**src/rtl/imm_pkg.sv**
```systemverilog
// Shared types and field geometry for the immediate packer and its range check.
package imm_pkg;

    typedef enum logic [1:0] {
        IMM_I  = 2'b00,
        IMM_D  = 2'b01,
        IMM_B  = 2'b10,
        IMM_CB = 2'b11
    } imm_fmt_e;

    localparam int IMM_FIELD_W = 26;

    localparam int IMM_I_W    = 12;
    localparam int IMM_I_LSB  = 0;
    localparam int IMM_D_W    = 9;
    localparam int IMM_D_LSB  = 12;
    localparam int IMM_B_W    = 26;
    localparam int IMM_B_LSB  = 0;
    localparam int IMM_CB_W   = 19;
    localparam int IMM_CB_LSB = 5;

    typedef struct packed {
        logic [IMM_FIELD_W-1:0] imm26;
        logic                   fit;
    } imm_entry_t;

    // A value fits a w-bit signed field when every bit from w-1 up to 63 equals the sign bit.
    function automatic logic sign_fits(input logic [63:0] value, input int width);
        logic ok;
        ok = 1'b1;
        for (int i = 0; i < 64; i++) begin
            if ((i >= width - 1) && (value[i] != value[63])) begin
                ok = 1'b0;
            end
        end
        return ok;
    endfunction

endpackage

```
**src/rtl/imm_pack_core.sv**
```systemverilog
// Combinational placement of a 64-bit signed immediate into the 26-bit field, with range check.
module imm_pack_core
    import imm_pkg::*;
(
    input  logic [63:0]            bus_imm,
    input  logic [1:0]             ctrl,
    output logic [IMM_FIELD_W-1:0] imm26,
    output logic                   fit
);

    imm_fmt_e fmt;

    assign fmt = imm_fmt_e'(ctrl);

    // Out-of-range values are still packed as their truncated low bits.
    always_comb begin
        imm26 = '0;
        fit   = 1'b0;
        unique case (fmt)
            IMM_I: begin
                imm26[IMM_I_LSB +: IMM_I_W] = bus_imm[IMM_I_W-1:0];
                fit = sign_fits(bus_imm, IMM_I_W);
            end
            IMM_D: begin
                imm26[IMM_D_LSB +: IMM_D_W] = bus_imm[IMM_D_W-1:0];
                fit = sign_fits(bus_imm, IMM_D_W);
            end
            IMM_B: begin
                imm26[IMM_B_LSB +: IMM_B_W] = bus_imm[IMM_B_W-1:0];
                fit = sign_fits(bus_imm, IMM_B_W);
            end
            IMM_CB: begin
                imm26[IMM_CB_LSB +: IMM_CB_W] = bus_imm[IMM_CB_W-1:0];
                fit = sign_fits(bus_imm, IMM_CB_W);
            end
            default: begin
                imm26 = '0;
                fit   = 1'b0;
            end
        endcase
    end

endmodule

```
**src/rtl/imm_field_packer.sv**
```systemverilog
// Immediate packer with a two-entry output queue; InReady comes straight from the queue count.
// Optional overflow counter on port ErrCnt when IMMPACK_ERRCNT_EN is defined.
module imm_field_packer
    import imm_pkg::*;
#(
    parameter int DEPTH = 2
) (
    input  logic                   CLK,
    input  logic                   Reset_L,
    input  logic                   InValid,
    output logic                   InReady,
    input  logic [63:0]            BusImm,
    input  logic [1:0]             Ctrl,
    output logic                   OutValid,
    input  logic                   OutReady,
    output logic [IMM_FIELD_W-1:0] Imm26,
    output logic                   Fit
`ifdef IMMPACK_ERRCNT_EN
    ,
    output logic [15:0]            ErrCnt
`endif
);

    localparam logic [1:0] FULL = 2'(DEPTH);

    imm_entry_t             q_mem [0:1];
    imm_entry_t             new_entry;
    imm_entry_t             head_entry;
    logic                   head_ptr;
    logic                   tail_ptr;
    logic [1:0]             count;
    logic                   push;
    logic                   pop;
    logic [IMM_FIELD_W-1:0] pack_imm;
    logic                   pack_fit;

    imm_pack_core u_core (
        .bus_imm (BusImm),
        .ctrl    (Ctrl),
        .imm26   (pack_imm),
        .fit     (pack_fit)
    );

    assign new_entry  = '{imm26: pack_imm, fit: pack_fit};
    assign head_entry = q_mem[head_ptr];

    assign InReady  = (count != FULL);
    assign OutValid = (count != 2'd0);
    assign push     = InValid && InReady;
    assign pop      = OutValid && OutReady;

    // Gating on OutValid keeps the idle outputs at their reset values.
    assign Imm26 = OutValid ? head_entry.imm26 : '0;
    assign Fit   = OutValid ? head_entry.fit   : 1'b0;

    always_ff @(posedge CLK or negedge Reset_L) begin
        if (!Reset_L) begin
            q_mem[0] <= '0;
            q_mem[1] <= '0;
            head_ptr <= 1'b0;
            tail_ptr <= 1'b0;
            count    <= 2'd0;
        end else begin
            if (push) begin
                q_mem[tail_ptr] <= new_entry;
                tail_ptr        <= ~tail_ptr;
            end
            if (pop) begin
                head_ptr <= ~head_ptr;
            end
            case ({push, pop})
                2'b10:   count <= count + 2'd1;
                2'b01:   count <= count - 2'd1;
                default: count <= count;
            endcase
        end
    end

`ifdef IMMPACK_ERRCNT_EN
    logic [15:0] err_cnt;

    always_ff @(posedge CLK or negedge Reset_L) begin
        if (!Reset_L) begin
            err_cnt <= 16'd0;
        end else if (pop && !head_entry.fit && (err_cnt != 16'hFFFF)) begin
            err_cnt <= err_cnt + 16'd1;
        end
    end

    assign ErrCnt = err_cnt;
`endif

endmodule

```
**config.mk**
```make
export PLATFORM = sky130hd
export DESIGN_NAME = imm_field_packer
export DESIGN_NICKNAME = d
export VERILOG_FILES = /design/src/rtl/imm_pkg.sv /design/src/rtl/imm_pack_core.sv /design/src/rtl/imm_field_packer.sv
export SDC_FILE = /design/constraint.sdc
export NUM_CORES = 1
export LEC_CHECK = 0
export CAP_MARGIN = 40
export CORE_MARGIN = 3
export CORE_UTILIZATION = 28
export CTS_CLUSTER_SIZE = 20
export DETAILED_ROUTE_END_ITERATION = 6
export PLACE_DENSITY = 0.61
export SETUP_SLACK_MARGIN = 0.15
export SLEW_MARGIN = 15
export SYNTH_ARGS = -nofsm -noshare
export SYNTH_HDL_FRONTEND = slang
export SYNTH_SLANG_ARGS = --single-unit
```
**constraint.sdc**
```tcl
create_clock -name CLK -period 1.9 [get_ports CLK]
set_input_delay 0.38 -clock CLK [delete_from_list [all_inputs] [get_ports CLK]]
set_output_delay 0.38 -clock CLK [all_outputs]
set_load 0.02 [all_outputs]
```
==> flow_summary.yaml, run 1 <==
synthesis:
  synthFlopType: "dfrtp_1"
  synth-seq-cells: 58
  synthesis.instances: 366
  synth_top_area_share_pct: 44.9
  synth-seq-area-share_pct: 44.9
  synth.distinct_cells: 38
  synth_area_mm2: 0.00323
  syn_area_per_cell_um2: 8.83
  yosys.area.top_type: "dfrtp_1"
  synth-async-reset-ratio_pct: 100
  synth_edf_count: 0
  synth_warnings: 0
  yosys-top-cells-area: "dfrtp_1, mux2i_1, o21ai_0, nand2_1, nor2_1"
  synth_fp_nets: 437
worst_hold_path:
  hold_class: "reg2reg"
setup_path:
  required_ns: 2.13
  crit_path_end: "q_mem[27]$_DFFE_PN0P_"
  rr_endpoint: "count[1]$_DFFE_PN0P_"
  crit_fanout: 2
  end_kind: "flop"
  cp-start-kind: "input port"
  worstSetupPathType: "in2reg"
  arrival_ns: 2.11
  crit_start: "BusImm[56]"
  ff2ff_setup_slack_ns: 0.31
  r2r_start: "count[1]$_DFFE_PN0P_"
  r2r_cells: 7
floorplan:
  dieWidth_um: 113
  die_h_um: 113
  pin_count: 99
  core_mm2: 0.0111
  initial_core_util_pct: 29.2
  die_area_mm2: 0.0129
  rows: 38
route:
  drtIter0Drc: 114
  drtAntennaViolNets: 0
  dr.pass1.iters: 4
  vias_per_cell: 4.93
  route.detailed.drc: 0
  drt-total-wl_um: 9890
  num_vias: 3161
  wire_per_inst_um: 15.4
timing:
  fmax_mhz: 533
  post-route-period-util_pct: 98.7
  min_period_ns: 1.88
  rsz0062_at_grt: "yes"
  relSlewSlack_pct: 71.2
  worst_pin_slew_ns: 0.432
  setup_viol: 0
  drv_slew: 0
  finalHoldViolCount: 0
  holdWs_ns: 0.474
  fin_worst_skew_ns: 0.00616
clocking:
  root_buffer: "clkbuf_16"
  htree_levels: 3
  clkTransAtPathRegs_ns: 0.05
  cts_tree: "yes"
  cts_num_sinks: 58
  cts_buffer_depth: 2
  numCtsBuffers: 9
  clk_latency_ns: 0.32
power_and_ir_drop:
  finalPower_mw: 7.44
  ir_drop_mv: 0.669
  powerDensity_mw_per_mm2: 1440
  p_leak_nw: 2.33
placed_design:
  hpwlAfterDp_um: 7230
  gp_congestion: 0.831
  dpl-instance-area_mm2: 0.00457
  port_buffers: 98
final_layout:
  final_area_mm2: 0.00517
  num_antenna_cells: 0
  layout_commonest_cell: "nand2_1"
  final_nets: 567
  multiInputGateArea_mm2: 0.00185
  fill_cells: 1038
  seq_area_mm2: 0.00145
  drive_gt1_share_pct: 29.7
  layout_common_cells: "nand2_1, o21ai_0, dfrtp_1"
  utilization_pct: 46.6
  area_growth_pct: 59.9
grt:
  grt_usage_pct: 15.9
  grt_overflow_total: 0
  grt_pass1_vias: 3290
  antenna_found_initial: 0
  grt_max_degree: 55
  grt_first_pass_wirelength_um: 16300
status:
  status: "completed"
flow_run:
  cap_violations: 0
[critical path: stages]
cell,delay (ns)
dlygate4sd2_1,0.25
or4_4,0.53
nor2_4,0.12
o22ai_2,0.07
or4_4,0.52
o31ai_4,0.24
[worst min-delay path by stage]
stage                                      from                    end  slack, ns  depth (start not counted)
after floorplan                         Reset_L   count[0]$_DFFE_PN0P_       0.08                          0
after global placement                  Reset_L   count[1]$_DFFE_PN0P_       0.34                          1
after detailed placement                Reset_L   tail_ptr$_DFFE_PN0P_       0.34                          1
after CTS                 q_mem[15]$_DFFE_PN0P_  q_mem[15]$_DFFE_PN0P_       0.48                          2
after global routing      q_mem[15]$_DFFE_PN0P_  q_mem[15]$_DFFE_PN0P_       0.50                          2
final                     q_mem[35]$_DFFE_PN0P_  q_mem[35]$_DFFE_PN0P_       0.47                          2
[timing repair]
action / in CTS / in global routing
pin swaps: 20 / 15
gates cloned: 4 / 0
setup endpoints to repair: 35 / 31
gates resized for setup: 230 / 56
buffers inserted: 8 / 0
hold buffers: 1 / 0
hold endpoints to repair: 2 / 0
[area by class of cell]
| class | count | share of cell area [%] |
|---|---|---|
| multi-input cells | 279 | 35.8 |
| flip-flops and latches | 58 | 28.1 |
| repair buffers | 145 | 26.6 |
| clock buffers | 14 | 5.11 |
| well taps | 140 | 3.39 |
| clock inverters | 2 | 0.678 |
| inverters | 3 | 0.218 |
[metal layers]
layer	global-route usage (%)	share of wire [%]	wire, um	vias up
met2	26.3	48	4760	102
met3	3.98	6.3	623	11
met5	0	0	0	-
met1	20.3	44	4350	1494
li1	-	-	-	1554
met4	5.61	1.6	163	0
[logic make-up (layout without fill, tap and decap cells)]
logic type	count (synthesis)	after routing	share of synthesized area, %
adder cells (fa/ha/maj)	1	1	0.387
AO/OA/AOI/OAI	79	79	13.3
buffers and inverters	29	164	4.49
XOR/XNOR	4	4	1.08
multiplexers	39	39	12.5
flip-flops	58	58	44.9
AND/OR/NAND/NOR	156	156	23.4
[synth_stat cells, types with 2 or more instances]
library cell and number:
a21oi_1 9, a22oi_1 7, buf_1 4, buf_6 3, clkbuf_1 17, dfrtp_1 58, inv_1 3, mux2_2 10
mux2i_1 29, nand2_1 65, nand2b_1 5, nand3_1 4, nand3b_1 2, nand4_1 12, nor2_1 35, nor2b_1 9
nor4_1 7, o21ai_0 57, o31ai_1 2, or4_1 7, or4_4 2, xnor2_1 2, xor2_1 2
[stage by stage]
stage,worst slack (ns),setup TNS [ns],cells
final,0.0239,0,641
after global routing,-0.0367,-0.0614,641
after CTS,0.0276,0,641
after detailed placement,-0.672,-3.95,612
after global placement,-0.646,-2.25,612
after floorplan,-0.145,-0.258,366
[flip-flops by register name (all words and copies together), names as in the netlist]
signal / flops
count: 2
head_ptr: 1
q_mem: 54
tail_ptr: 1
[power breakdown]
group | switching (mW) | total (mW) | leakage, nW | internal [mW]
Sequential | 0.376 | 2.16 | 0.746 | 1.78
Combinational | 1.88 | 3.68 | 1.43 | 1.80
Clock | 0.514 | 1.60 | 0.147 | 1.08
(Power assumes the default switching activity.)
==> inputs of run 2 (changes only) <==
--- a/config.mk
+++ b/config.mk
@@ -6,6 +6,7 @@
 export NUM_CORES = 1
 export LEC_CHECK = 0
 export CAP_MARGIN = 40
+export CORE_ASPECT_RATIO = 1.4
 export CORE_MARGIN = 3
 export CORE_UTILIZATION = 28
 export CTS_CLUSTER_SIZE = 20
==> run 2 against run 1 <==
  * Sequential cell count unchanged
  * Die area increased by 0.14%
  * Maximum frequency increased by 0.17%
  * Largest power group unchanged
==> flow_summary.yaml, run 2 (synthesis gave the netlist of run 1 again) <==
power_and_ir_drop:
  swShare_pct: 37.5
  p_comb_share_pct: 49.8
  p_int_mw: 4.49
  powerDensity_mw_per_mm2: 1420
  power_frac_clock_pct: 20.2
  p_sw_mw: 2.70
  p_leak_nw: 2.28
  finalPower_mw: 7.18
  ir_drop_mv: 0.513
  pwr-share-seq_pct: 30.0
clocking:
  root_buffer: "clkbuf_16"
  clk_latency_ns: 0.32
  htree_levels: 3
  cts_hold_buffers: 0
  clkTransAtPathRegs_ns: 0.05
  cts_num_sinks: 58
  cts_buffer_depth: 2
  numCtsBuffers: 9
  cts_tree: "yes"
final_layout:
  regMostFlops: "q_mem"
  num_antenna_cells: 0
  layout_commonest_cell: "nand2_1"
  layout_common_cells: "nand2_1, o21ai_0, dfrtp_1"
  top_regs: "q_mem (54), count (2)"
  instances_no_fill: 634
  area_growth_pct: 56.2
  final_area_mm2: 0.00505
  largest_reg_flops: 54
  drive_gt1_share_pct: 27.4
  final_nets: 560
  utilization_pct: 45.7
timing:
  setup_viol: 0
  fin_ws_ns: 0.0271
  relSlewSlack_pct: 78.9
  min_period_ns: 1.87
  rsz0062_at_grt: "yes"
  worst_pin_slew_ns: 0.316
  fin_worst_skew_ns: 0.00472
  fmax_mhz: 534
  finalHoldViolCount: 0
  drv_slew: 0
  post-route-period-util_pct: 98.6
floorplan:
  initial_core_util_pct: 29.3
  die_h_um: 133
  die_area_mm2: 0.0129
  rows: 45
  dieWidth_um: 96.8
  core_mm2: 0.0110
  pin_count: 99
setup_path:
  worstSetupPathType: "reg2out"
  cp-start-kind: "flop"
  r2r_start: "count[1]$_DFFE_PN0P_"
  end_kind: "primary output"
  crit_fanout: 8
  crit_family: "flip-flops"
  cp_slowest_cell: "dfrtp_2"
  cp_num_cells: 5
  path_buf_inv: 3
  cpPeakStageDelay_ns: 0.47
  ff2ff_setup_slack_ns: 0.37
  crit_chain: "buf_6 > buf_16 > mux2i_1 > nor2_1 > buf_4"
  required_ns: 1.52
  crit_start: "head_ptr$_DFFE_PN0P_"
  r2r_cells: 6
  crit_path_end: "Imm26[0]"
  rr_endpoint: "count[1]$_DFFE_PN0P_"
  arrival_ns: 1.49
route:
  num_vias: 3118
  vias_per_cell: 4.92
  route.detailed.drc: 0
  drtIter0Drc: 163
  drt-total-wl_um: 9490
  dr.pass1.iters: 4
  wire_per_inst_um: 15.0
  drtAntennaViolNets: 0
grt:
  grt_max_degree: 59
  grt_first_pass_wirelength_um: 15700
  grt_pass1_vias: 3180
  grt_usage_pct: 14.9
  grt_overflow_total: 0
  antenna_found_initial: 0
placed_design:
  dpl-instance-area_mm2: 0.00453
  gp_congestion: 0.749
  port_buffers: 98
  dp_cells: 607
  hpwlAfterDp_um: 6930
  dp_slack_ns: -0.764
worst_hold_path:
  hold_class: "in2async"
status:
  status: "completed"
flow_run:
  cap_violations: 0
## run 2: what timing repair did
action,in CTS,in global routing
cloned,2,1
endpoints found under the setup margin,43,42
pin swaps,22,16
resized for setup,228,34
setup buffers,6,3
## run 2: final cells by class
cell class,instances,area [um2]
inverters,3,11.3
multi-input cells,279,1830
fillers,1111,5990
clock inverters,3,15.0
repair buffers,138,1310
flip-flops and latches,58,1450
well taps,141,176
clock buffers,12,256
## run 2: layer usage
metal	up-vias	GRT usage, %	part of all wire [%]
met4	0	5.39	1.5
met3	6	3.72	6.0
met2	99	25.5	51
met5	-	0	0
li1	1539	-	-
met1	1474	18.2	42
## run 2: power by group through the flow
stage / clock network, mW / logic [mW] / registers (mW)
after floorplan: 0 / 1.88 / 2.00
after global placement: 0 / 3.18 / 2.06
after detailed placement: 0 / 3.22 / 2.09
after CTS: 1.48 / 3.50 / 2.14
after global routing: 1.54 / 3.91 / 2.22
final: 1.45 / 3.58 / 2.15
## run 2: how the worst min path moves through the flow
stage	endpoint	depth (start not counted)
after floorplan	count[0]$_DFFE_PN0P_	0
after global placement	q_mem[9]$_DFFE_PN0P_	2
after detailed placement	q_mem[36]$_DFFE_PN0P_	2
after CTS	q_mem[36]$_DFFE_PN0P_	2
after global routing	q_mem[37]$_DFFE_PN0P_	2
final	q_mem[32]$_DFFE_PN0P_	2
## run 2: metrics by stage
stage / hold slack, ns / TNS, ns
6_report: 0.0644 / 0
5_1_grt: 0.103 / -0.0968
4_1_cts: 0.0739 / -0.0311
3_5_place_dp: 0.409 / -4.91
3_3_place_gp: 0.405 / -3.95
2_1_floorplan: 0.0844 / -0.258
